## config.mk

```make
export PLATFORM = sky130hd
export DESIGN_NAME = cipher_tx_sched
export DESIGN_NICKNAME = d
export VERILOG_FILES = /design/src/rtl/cipher_tx_pkg.sv /design/src/rtl/cipher_tx_sched_uart.sv /design/src/rtl/cipher_tx_sched.sv
export SDC_FILE = /design/constraint.sdc
export NUM_CORES = 1
export LEC_CHECK = 0
export ABC_AREA = 1
export BUFFER_PORTS_ARGS = -buffer_cell sky130_fd_sc_hd__clkbuf_2
export CAP_MARGIN = 20
export CORE_UTILIZATION = 55
export CTS_CLUSTER_SIZE = 25
export DETAILED_ROUTE_END_ITERATION = 12
export GPL_ROUTABILITY_DRIVEN = 0
export PLACE_DENSITY_LB_ADDON = 0.05
export SLEW_MARGIN = 20
export SYNTH_ARGS = -nofsm -noshare
export SYNTH_HDL_FRONTEND = slang
export SYNTH_SLANG_ARGS = --single-unit
```

## constraint.sdc

```tcl
create_clock -name Clk -period 5.1 [get_ports Clk]
set_input_delay 1.02 -clock Clk [delete_from_list [all_inputs] [get_ports Clk]]
set_output_delay 1.02 -clock Clk [all_outputs]
set_load 0.1 [all_outputs]
```

## src/rtl/cipher_tx_pkg.sv

```systemverilog
// Shared definitions for the cipher packet transmitter: FSM states, packet
// header constant, cipher block width and the payload-length rule.
package cipher_tx_pkg;

  localparam int         DATA_W   = 384;
  localparam logic [7:0] HDR_BYTE = 8'hA5;

  typedef enum logic [2:0] {
    IDLE, HDR, LVL, WAIT_BLK, PAY, CHK, DONE
  } state_t;

  // Payload bytes taken from each cipher block for a given battery level.
  function automatic logic [5:0] bytes_per_level(input logic [2:0] level);
    case (level)
      3'd1:    return 6'd48;
      3'd2:    return 6'd32;
      default: return 6'd16;
    endcase
  endfunction

endpackage

```

## src/rtl/cipher_tx_sched_uart.sv

```systemverilog
// uart_byte_tx: 8N1 byte transmitter.
//   Clk, Rst_n      clock, async active-low reset
//   tx_start        accepted while idle; tx_byte captured with it
//   tx_done         pulse in the last cycle of the stop bit
//   tx_busy         frame in progress
//   Rs232_Tx        serial line, idle high
module uart_byte_tx #(
  parameter int BAUD_DIV = 5208
) (
  input  logic       Clk,
  input  logic       Rst_n,
  input  logic       tx_start,
  input  logic [7:0] tx_byte,
  output logic       tx_done,
  output logic       tx_busy,
  output logic       Rs232_Tx
);

  localparam int CW = (BAUD_DIV > 1) ? $clog2(BAUD_DIV) : 1;

  logic [CW-1:0] baud_cnt;
  logic [3:0]    bit_cnt;
  logic [9:0]    frame;    // {stop, data[7:0], start}, shifted out LSB first
  logic          bit_end;

  assign bit_end  = (baud_cnt == CW'(BAUD_DIV - 1));
  assign tx_done  = tx_busy && bit_end && (bit_cnt == 4'd9);
  // Gated by tx_busy so an async reset forces the line high at once.
  assign Rs232_Tx = !tx_busy || frame[0];

  always_ff @(posedge Clk or negedge Rst_n) begin
    if (!Rst_n) begin
      tx_busy  <= 1'b0;
      baud_cnt <= '0;
      bit_cnt  <= '0;
      frame    <= '1;
    end else if (!tx_busy) begin
      if (tx_start) begin
        tx_busy  <= 1'b1;
        baud_cnt <= '0;
        bit_cnt  <= '0;
        frame    <= {1'b1, tx_byte, 1'b0};
      end
    end else if (bit_end) begin
      baud_cnt <= '0;
      if (bit_cnt == 4'd9) tx_busy <= 1'b0;
      else begin
        bit_cnt <= bit_cnt + 4'd1;
        frame   <= {1'b1, frame[9:1]};
      end
    end else begin
      baud_cnt <= baud_cnt + 1'b1;
    end
  end

endmodule

```

## src/rtl/cipher_tx_sched.sv

```systemverilog
// cipher_tx_sched: frames cipher blocks into packets
//   HDR_BYTE, {5'b0,level}, N*B payload bytes (block LSB byte first), CHK
// and feeds them byte by byte to uart_byte_tx.
//   start/abort            packet request / level abandon request
//   all_group_num          block count N, latched on start
//   Battery_level          payload select, latched on start
//   blk_data/valid/ready   cipher block handshake
//   Rs232_Tx               serial output
//   busy/out_ok/aborted    packet status
module cipher_tx_sched
  import cipher_tx_pkg::*;
#(
  parameter int BAUD_DIV = 5208
) (
  input  logic              Clk,
  input  logic              Rst_n,
  input  logic              start,
  input  logic              abort,
  input  logic [31:0]       all_group_num,
  input  logic [2:0]        Battery_level,
  input  logic [DATA_W-1:0] blk_data,
  input  logic              blk_valid,
  output logic              blk_ready,
  output logic              Rs232_Tx,
  output logic              busy,
  output logic              out_ok,
  output logic              aborted
);

  state_t              state, nxt;
  logic [2:0]          level_q;
  logic [31:0]         n_q, blk_cnt;
  logic [5:0]          byte_cnt, bpb;
  logic [DATA_W-1:0]   shreg;
  logic [7:0]          chk, tx_byte;
  logic                launched;   // current byte handed to the UART
  logic                tx_start, tx_done, tx_busy;
  logic                last_byte, last_blk, blk_take;

  assign bpb       = bytes_per_level(level_q);
  assign last_byte = (byte_cnt == bpb - 6'd1);
  assign last_blk  = (blk_cnt + 32'd1 == n_q);
  assign blk_take  = (state == WAIT_BLK) && blk_valid && !abort;

  assign blk_ready = (state == WAIT_BLK);
  assign busy      = (state != IDLE) && (state != DONE);
  assign out_ok    = (state == DONE);

  // The first byte of a block goes straight from blk_data in the handshake
  // cycle, so a block boundary costs no extra idle cycle on the line.
  assign tx_start = !launched && !tx_busy &&
                    ((state inside {HDR, LVL, PAY, CHK}) || blk_take);

  always_comb begin
    case (state)
      HDR:      tx_byte = HDR_BYTE;
      LVL:      tx_byte = {5'b0, level_q};
      WAIT_BLK: tx_byte = blk_data[7:0];
      PAY:      tx_byte = shreg[7:0];
      default:  tx_byte = chk;
    endcase
  end

  always_comb begin
    nxt = state;
    case (state)
      IDLE:     if (start) nxt = HDR;
      HDR:      if (tx_done) nxt = abort ? IDLE : LVL;
      LVL:      if (tx_done) nxt = abort ? IDLE : ((n_q == 32'd0) ? CHK : WAIT_BLK);
      WAIT_BLK: if (abort) nxt = IDLE;
                else if (blk_valid) nxt = PAY;
      PAY:      if (tx_done) nxt = abort ? IDLE :
                               (!last_byte ? PAY : (last_blk ? CHK : WAIT_BLK));
      CHK:      if (tx_done) nxt = DONE;   // completion beats a late abort
      default:  nxt = IDLE;
    endcase
  end

  always_ff @(posedge Clk or negedge Rst_n) begin
    if (!Rst_n) begin
      state    <= IDLE;
      level_q  <= '0;
      n_q      <= '0;
      blk_cnt  <= '0;
      byte_cnt <= '0;
      shreg    <= '0;
      chk      <= '0;
      launched <= 1'b0;
      aborted  <= 1'b0;
    end else begin
      state   <= nxt;
      aborted <= (nxt == IDLE) && (state inside {HDR, LVL, WAIT_BLK, PAY});
      if (tx_start)     launched <= 1'b1;
      else if (tx_done) launched <= 1'b0;
      case (state)
        IDLE: if (start) begin
          level_q  <= Battery_level;
          n_q      <= all_group_num;
          blk_cnt  <= '0;
          byte_cnt <= '0;
          chk      <= '0;
        end
        LVL: if (tx_done) chk <= chk ^ {5'b0, level_q};
        WAIT_BLK: if (blk_valid) shreg <= blk_data;
        PAY: if (tx_done) begin
          chk   <= chk ^ shreg[7:0];
          shreg <= shreg >> 8;
          if (last_byte) begin
            byte_cnt <= '0;
            blk_cnt  <= blk_cnt + 32'd1;
          end else begin
            byte_cnt <= byte_cnt + 6'd1;
          end
        end
        default: ;
      endcase
    end
  end

  uart_byte_tx #(.BAUD_DIV(BAUD_DIV)) u_uart (
    .Clk      (Clk),
    .Rst_n    (Rst_n),
    .tx_start (tx_start),
    .tx_byte  (tx_byte),
    .tx_done  (tx_done),
    .tx_busy  (tx_busy),
    .Rs232_Tx (Rs232_Tx)
  );

endmodule
```

# After elaboration in Yosys (flattened, before gate mapping)
# Cells that the tools add are included.
# word_totals
in_bits,424
mem_bits_ro,0
word_cells,118
mem_bits_rw,0
register_bits,498
n_memories,0
latchBits,0
# op_classes
n_div,0
n_bitwise,2
muxes,48
n_reduce_logical,30
shift,0
addsub,5
eq_ne,20
n_mul,0
n_lt_le_gt_ge,0
# ops
operator,n
$mux W384,2
$pmux W384 S2,1
$mux W32,3
$pmux W32 S2,1
$mux W10,4
$mux W13,3
$mux W3,12
$add A32 B1 Y32 const B,1
$eq A32 B32 Y1,1
$logic_not A32 Y1,1
$pmux W8 S4,1
$mux W8,3
$pmux W6 S2,2
$pmux W8 S3,1
$mux W6,3
$pmux W3 S6,1
$mux W4,4
$ne A2 B2 Y1 const B,7
$add A13 B1 Y13 const B,1
$eq A13 B13 Y1 const B,1
$eq A3 B2 Y1 const B,3
$eq A3 B3 Y1 const B,3
$reduce_and A3 Y1,3
$logic_and A1 B1 Y1,8
other kinds (19),35

# Logic depth before layout (Yosys ltp)
# Gate-level depths: netlist (run 1).
# depth
ltp_word,10
ltp_mapped,19

# Cells and area by module
# Synthesis (run 1) repeated with hierarchy kept, for this count alone.
# unflattened
cells_unflattened,3085
hier_area_um2,24941.4
# by_module_without_submodules
module,area_each_um2,seq_area_each_um2,instances,cells_per_inst
cipher_tx_sched,23356.2,11761.3,1,2876
uart_byte_tx,1585.3,686.9,1,209

# Worst setup path after synthesis (run 1)
# OpenSTA, ideal clock, no wires.
# synth_path
path_type,reg-to-output
startpoint,register state[1]
endpoint,output busy
path_slack_ns,1.264
path_buffers,0
path_stages_with_launch,6
t_arrival_ns,2.816
path_cell_list,dfrtp_1 -> inv_2 -> nor2_1 -> inv_1 -> nor2_1 -> nor2_1
# synth_between
elab_chain_len,2
# synth_rtl
item,line,text
from (decl),cipher_tx_sched.sv:30,"state_t state, nxt;"
from (signal assigned),cipher_tx_sched.sv:91,state <= nxt;
$ne A3 B3 Y1 / $reduce_bool A3 Y1 (equally long branches),cipher_tx_sched.sv:46,assign busy = (state != IDLE) && (state != DONE);
$logic_and A1 B1 Y1 (*),cipher_tx_sched.sv:46,
to (decl),cipher_tx_sched.sv:25,"output logic busy,"
# Mark *: on every way between the ends. The rest lies on a longest branch, timed or not.

# Worst setup path in the final report (run 1)
# layout_path
startpoint,register u_uart.tx_busy
endpoint,register blk_cnt[13]
# layout_between
elab_chain_len,4
# layout_rtl
item,line,text
from (decl),cipher_tx_sched_uart.sv:15,"output logic tx_busy,"
from (signal assigned),cipher_tx_sched_uart.sv:33,tx_busy <= 1'b0;
from (signal assigned),cipher_tx_sched_uart.sv:39,tx_busy <= 1'b1;
from (signal assigned),cipher_tx_sched_uart.sv:46,if (bit_cnt == 4'd9) tx_busy <= 1'b0;
$logic_and A1 B1 Y1 (2 in series),cipher_tx_sched_uart.sv:27,assign tx_done = tx_busy && bit_end && (bit_cnt == 4'd9);
$ne A2 B2 Y1 (no source line),-,
$reduce_and A4 Y1 (no source line),-,
to (signal assigned),cipher_tx_sched.sv:110,blk_cnt <= blk_cnt + 32'd1;
to (decl),cipher_tx_sched.sv:32,"logic [31:0] n_q, blk_cnt;"
# No other way between the ends.
# A chain may end at the register's enable or synchronous reset.

==> summary.md, run 1 <==
| Metric | Value |
|---|---|
| Final hold vios | `0` |
| Remaining DRCs | `0` |
| Min Tclk post-route | `approximately 3400 ps` |
| Ports | `429` |
| Antenna violations before repair | `22` |
| Peak VDD IR | `between 0.2 and 0.3 mV` |
| Slew headroom | `27.7%` |
| Yosys warning count | `0` |
| Dpl cell area | `around 0.027 mm2` |
| Unique masters post-synth | `between 40 and 50` |
| Final Util | `between 60% and 70%` |
| Area growth syn-to-layout | `16.5%` |
| Worst Path Required | `5600 ps` |
| CTS clk-pin slew, worst paths | `60 ps` |
| Ys async rst share | `100%` |
| Drt wl/cell | `16.2 um` |
| Die X | `~210 um` |
| Vias in the first global route | `approximately 21000` |
| Post-CTS Setup Inserts | `0` |
| Filler instances | `3864` |
| Final setup violating endpoints | `0` |
| Critical Path Start Type | `register` |
| Drt first pass iters | `5` |
| Die Span Y | `215 um` |
| R2r endpoint | `blk_cnt[13]` |
| Max-Cap Viols | `0` |
| Drt initial violations | `roughly 1900` |
| Reg2Reg Launch Point | `u_uart.tx_busy` |
| Worst EP arrival | `roughly 4000 ps` |
| Worst Tran Pin Value | `1080 ps` |
| Core Region | `~0.044 mm2` |
| Critical path capture point | `blk_cnt[13]` |
| Busiest grt layer | `met2` |
| Ys flop type | `dfrtp_1` |
| FMAX | `0.294 GHz` |
| Outcome | `complete, no violations` |
| Die area | `0.0462 mm2` |
| Met3 usage | `approximately 7.3%` |
| Post-Syn Instances | `3050` |
| Post-DP HPWL | `45400 um` |
| PortBufs | `428` |
| First-pass GRT wire length | `107000 um` |
| Largest net degree at the start of global routing | `245` |
| Setup CP Type | `reg -> reg` |
| Drt via density | `~5.4` |
| Net Count, Synth | `3479` |
| GR Util met2 | `45.2%` |
| Total wire length | `between 60000 and 70000 um` |
| Nets | `3798` |
| Static Leak | `around 0.013 uW` |
| Average size of a mapped cell | `8.17 um2` |
| CTS buffer count | `54` |
| R2R Setup Slk | `1700 ps` |
| Grt total ovfl | `0` |
| CP endpoint kind | `register` |
| Total number of vias | `21700` |
| H-tree depth | `2` |
| CTS tree | `built` |
| Final Skew | `16.6 ps` |
| Buffer depth of the longest clock path | `3` |
| Reg2Reg Depth | `10` |
| Post-CTS Hold Fix Bufs | `0` |
| Crit-path max FO | `34` |
| Share of cells above drive strength 1 | `around 17%` |
| Global-route track usage on met1 | `between 30% and 40%` |
| Hold_ws | `approximately 480 ps` |
| Sequential element share of the synthesized area | `roughly half` |
| Post-Syn Area | `0.0249 mm2` |
| RSZ-0062 raised after global routing | `false` |
| Multi-input gate area | `0.00962 mm2` |
| Initial Util | `a little under three fifths` |
| TNS Setup | `0 ps` |
| Final antenna-violating net count | `0` |
| Max-slew violations | `0` |
| Cell Rows | `77` |
| Crit share post-route | `between 60% and 70%` |
| Register Area | `around 0.012 mm2` |
| Post-CTS sizing | `0` |
| Pwr dens | `393 mW/mm2` |
| Clock root cell | `clkbuf_16` |
| Final Cell Area | `between 0.02 and 0.03 mm2` |
| Post-synth EDFFs | `0` |
| Global-route usage over all layers | `28.5%` |
| Crit. Startpoint | `u_uart.tx_busy` |
| Yosys reg bits | `about 500` |
| Clk_lat worst skew | `600 ps` |
| Worst hold path class | `in -> async` |
| # clock sinks | `497` |
[cell usage in the layout, fill, tap and decap left out, types with 5 or more instances in the layout]
cell         n
clkbuf_16   55
clkinv_2     6
nor2_2       6
nor4_1       8
nand3_1     90
nor2_4      12
nand2_2      9
clkbuf_2   427
nand4_1     12
o22ai_1     40
diode_2     17
nor3_1      17
nand2_1    662
buf_12      14
o21ai_0    446
dfstp_2      9
ha_1         5
o211ai_1   376
xor2_1      13
inv_2       12
a21oi_1     22
nor2_1      85
clkbuf_1    23
clkbuf_8    12
dfrtp_1    488
o21ai_1      8
buf_4       10
inv_1      504
[registers in the layout, indices dropped and copies added (netlist names)]
register and flops:
n_q 32, u_uart.tx_busy 1, aborted 1, launched 1, u_uart.baud_cnt 13, chk 8, u_uart.frame 9, byte_cnt 6
shreg 384, u_uart.bit_cnt 4, blk_cnt 32, state 3, level_q 3
[cell usage after synthesis, types with 2 or more instances]
cell type | number | area, um2
o21a_1 | 2 | 15.0
inv_2 | 12 | 45.0
o21ai_0 | 446 | 2230
clkinv_1 | 3 | 11.3
nor2_1 | 86 | 323
nand2_1 | 663 | 2490
and3_1 | 2 | 12.5
nand2_4 | 2 | 22.5
nor3_1 | 17 | 85.1
a31oi_1 | 4 | 25.0
dfrtp_1 | 488 | 12200
a41oi_1 | 3 | 26.3
o21ai_1 | 8 | 40.0
dfstp_2 | 9 | 236
inv_1 | 504 | 1890
nor4_1 | 8 | 50.1
buf_4 | 35 | 263
o22ai_1 | 40 | 250
nand2_2 | 9 | 56.3
buf_2 | 14 | 70.1
buf_6 | 8 | 90.1
clkbuf_1 | 132 | 495
nor2_4 | 11 | 124
nor2_2 | 6 | 37.5
o211ai_1 | 376 | 2820
xor2_1 | 13 | 114
or2_2 | 3 | 18.8
a21oi_1 | 22 | 110
a221oi_1 | 2 | 17.5
nand3_2 | 2 | 20.0
ha_1 | 5 | 62.6
nand3_1 | 90 | 450
o31ai_1 | 3 | 22.5
o41ai_1 | 2 | 17.5
nand4_1 | 12 | 75.1
[where the power goes]
| part | switching (uW) | total [uW] | internal (uW) |
|---|---|---|---|
| Combinational | 1660 | 2410 | 754 |
| Sequential | 329 | 5180 | 4850 |
| Clock | 1570 | 3830 | 2260 |
| Total | 3560 | 11400 | 7860 |
[per-layer routing]
metal  part of all wire [%]  vias to the layer above  wire (um)
li1                       -                    10800          -
met1                     43                    10200      27800
met2                     46                      655      30200
met3                    7.6                      140       4980
met4                    3.4                       16       2220
met5                   0.17                        -        113
[stage by stage]
step | cells | power, uW | setup slack, ps
6_report | 4020 | 11400 | 1700
2_1_floorplan | 3050 | 6800 | 1260
3_5_place_dp | 3905 | 7620 | 1780
4_1_cts | 4003 | 11500 | 1750
3_3_place_gp | 3905 | 7510 | 1890
5_1_grt | 4015 | 12100 | 1430
[area by class of cell]
| type | instances | share of cell area (%) |
|---|---|---|
| flip-flops and latches | 497 | 42.9 |
| multi-input cells | 1844 | 33.1 |
| repair buffers | 452 | 8.64 |
| inverters | 520 | 6.73 |
| clock buffers | 90 | 5.61 |
| well taps | 592 | 2.55 |
| clock inverters | 8 | 0.323 |
| diodes | 17 | 0.147 |
[kinds of logic after synthesis]
logic type               count (synthesis)  share of synthesized area (%)
AND/OR/NAND/NOR                        913                           15.2
AO/OA/AOI/OAI                          912                           22.5
buffers and inverters                  709                           11.5
flip-flops                             497                           49.9
XOR/XNOR                                14                          0.547
adder cells (fa/ha/maj)                  5                          0.251
[worst min-delay path by stage]
stage / start / end / slack [ps] / cells after the start
2_1_floorplan: chk[6] / chk[6] / 430 / 1
3_3_place_gp: u_uart.bit_cnt[3] / u_uart.bit_cnt[3] / 450 / 1
3_5_place_dp: u_uart.bit_cnt[3] / u_uart.bit_cnt[3] / 470 / 1
4_1_cts: u_uart.bit_cnt[3] / u_uart.bit_cnt[3] / 470 / 1
5_1_grt: u_uart.bit_cnt[3] / u_uart.bit_cnt[3] / 490 / 1
6_report: Rst_n / shreg[161] / 480 / 1
[worst max-delay path: stages (launching register included)]
cell	delay (ps)
dfrtp_1	620
clkinv_1	580
nor2_4	350
nand2_1	150
nand2_2	270
inv_2	150
nor2_4	90
buf_4	370
nand2_1	200
buf_4	310
o22ai_1	170
Note: power is estimated with default switching activity, not from simulation.
==> run 2, diff against run 1 <==
CORE_UTILIZATION = 51   (was 55)
clock period = 2.74 ns   (was 5.1 ns; I/O delays follow)
==> run 2 against run 1 <==
Effect of this change: sequential share of layout area down 0.45 points; worst setup slack got worse by 1600 ps; sequential cell count is the same; largest power group unchanged; via count decreased by 0.17%; clock skew is 2.7 ps lower; clock power is 84% higher.
==> summary.md, run 2 (synthesized netlist as in run 1, its figures left out) <==
| Metric | Value |
|---|---|
| Outcome | `complete, no violations` |
| Final hold vios | `0` |
| Drt initial violations | `~1800` |
| Cell Rows | `80` |
| Combinational share of power | `21.4%` |
| PortBufs | `428` |
| Antenna violations before repair | `19` |
| # clock sinks | `497` |
| Final antenna-violating net count | `0` |
| H-tree depth | `2` |
| Worst Path Required | `2190 ps` |
| Total number of vias | `21700` |
| Power, Total | `between 20000 and 25000 uW` |
| Post-DP HPWL | `46900 um` |
| Clock root cell | `clkbuf_16` |
| Met1 Wirelength | `29500 um` |
| Final setup violating endpoints | `0` |
| Area growth syn-to-layout | `17.7%` |
| Die X | `223 um` |
| Ports | `429` |
| Setup CP Type | `reg -> out` |
| Drt wl/cell | `16.4 um` |
| Drt first pass iters | `6` |
| CTS buffer count | `54` |
| Worst hold path class | `in -> reg` |
| Met2 wire length | `30700 um` |
| Remaining DRCs | `0` |
| Critical Path Start Type | `register` |
| Final Skew | `13.9 ps` |
| Nets | `3823` |
| Biggest regs | `shreg x384, blk_cnt x32, n_q x32` |
| DR top layer | `met5` |
| Crit-path max FO | `17` |
| Vias in the first global route | `20800` |
| Seq pwr share | `between 40% and 50%` |
| Share of cells above drive strength 1 | `18.0%` |
| RSZ-0062 raised after global routing | `false` |
| Max-Cap Viols | `0` |
| Grt total ovfl | `0` |
| Clk_lat worst skew | `between 600 and 700 ps` |
| Max FFs per register | `about 380` |
| Drt via density | `roughly 5.3` |
| Largest net degree at the start of global routing | `166` |
| Internal power | `14500 uW` |
| Met3 WL | `around 4500 um` |
| Sw Ratio | `between 30% and 40%` |
| Core Region | `0.0479 mm2` |
| Most common cell after layout, fill and taps aside | `nand2_1` |
| Final Cell Area | `0.0293 mm2` |
| Slew headroom | `54.8%` |
| Share of total power in the clock network | `33.2%` |
| First-pass GRT wire length | `108000 um` |
| TNS Setup | `0 ps` |
| CTS tree | `built` |
| Net Sw Power | `6680 uW` |
| Worst EP arrival | `~2100 ps` |
| Hold_ws | `roughly 140 ps` |
| Total wire length | `between 60000 and 70000 um` |
| Dpl cells | `3951` |
| Min Tclk post-route | `between 2000 and 3000 ps` |
| Dpl cell area | `around 0.028 mm2` |
| Peak VDD IR | `0.455 mV` |
| CTS clk-pin slew, worst paths | `60 ps` |
| FMAX | `approximately 0.38 GHz` |
| Crit share post-route | `95.7%` |
| Most flop-heavy register | `shreg` |
| Buffer depth of the longest clock path | `3` |
| Most frequent cells in the layout | `nand2_1 (662), inv_1 (504), dfrtp_1 (487), o21ai_0 (446), clkbuf_2 (427)` |
| Non-filler cells in the finished layout | `4058` |
| Static Leak | `roughly 0.013 uW` |
| Max-slew violations | `0` |
| Die Span Y | `around 220 um` |
| Die area | `0.0498 mm2` |
| Initial Util | `52.0%` |
| Global-route usage over all layers | `between 20 and 30%` |
| CP endpoint kind | `primary output` |
| Worst Tran Pin Value | `a little under 700 ps` |
| Pwr dens | `approximately 720 mW/mm2` |
==> run 2: metal layers <==
metal | track usage, % | vias up
li1 | - | 10800
met2 | 42.3 | 592
met4 | 8.79 | 14
met1 | 37.1 | 10200
met5 | 0 | -
met3 | 5.78 | 124
==> run 2: area by class of cell <==
cell class                 count  area [um2]
clock inverter                10        96.3
sequential                   497       12400
antenna                       11        27.5
timing repair buffer         477        2790
fill                        4304       18600
inverter                     520        1950
tap                          615         769
clock buffer                  84        1600
multi-input combinational   1844        9660
==> run 2: stage by stage <==
step                      setup slack (ps)  utilization [%]
after floorplan                       35.9                -
after global placement                98.0             57.5
after detailed placement              15.3             57.5
after CTS                             1.78             61.0
after global routing                  11.1             61.2
final                                  116             61.2
==> run 2: path summary, 6_finish.rpt <==
kind / endpoint / cells past startpoint / startpoint / slack (ps)
max in group asynchronous: shreg[275] / 3 / Rst_n / 1320
min: n_q[4] / 3 / all_group_num[4] / 140
min in group asynchronous: shreg[162] / 2 / Rst_n / 470
min reg2reg: chk[6] / 1 / chk[6] / 470
max: blk_ready / 5 / state[2] / 120
max reg2reg: shreg[368] / 8 / state[1] / 150
==> run 2: power by group through the flow <==
stage	Combinational (uW)	Sequential, uW	Clock (uW)
3_5_place_dp	4500	9740	0
6_report	4530	9640	7050
5_1_grt	5240	9800	7490
2_1_floorplan	3060	9590	0
4_1_cts	4550	9630	7220
3_3_place_gp	4400	9700	0
==> run 2: critical path, cell delays in order (launching register included) <==
cell and delay, ps:
dfrtp_1 440, nor2_2 160, inv_2 70, nor2_4 80, buf_4 220, clkbuf_2 490
==> run 2: what timing repair did <==
action                                 4_1_cts  5_1_grt
hold buffers                                 1        0
setup endpoints to repair                    0        7
setup buffers                                0        1
resized for setup                            0       11
endpoints found under the hold margin       43        0
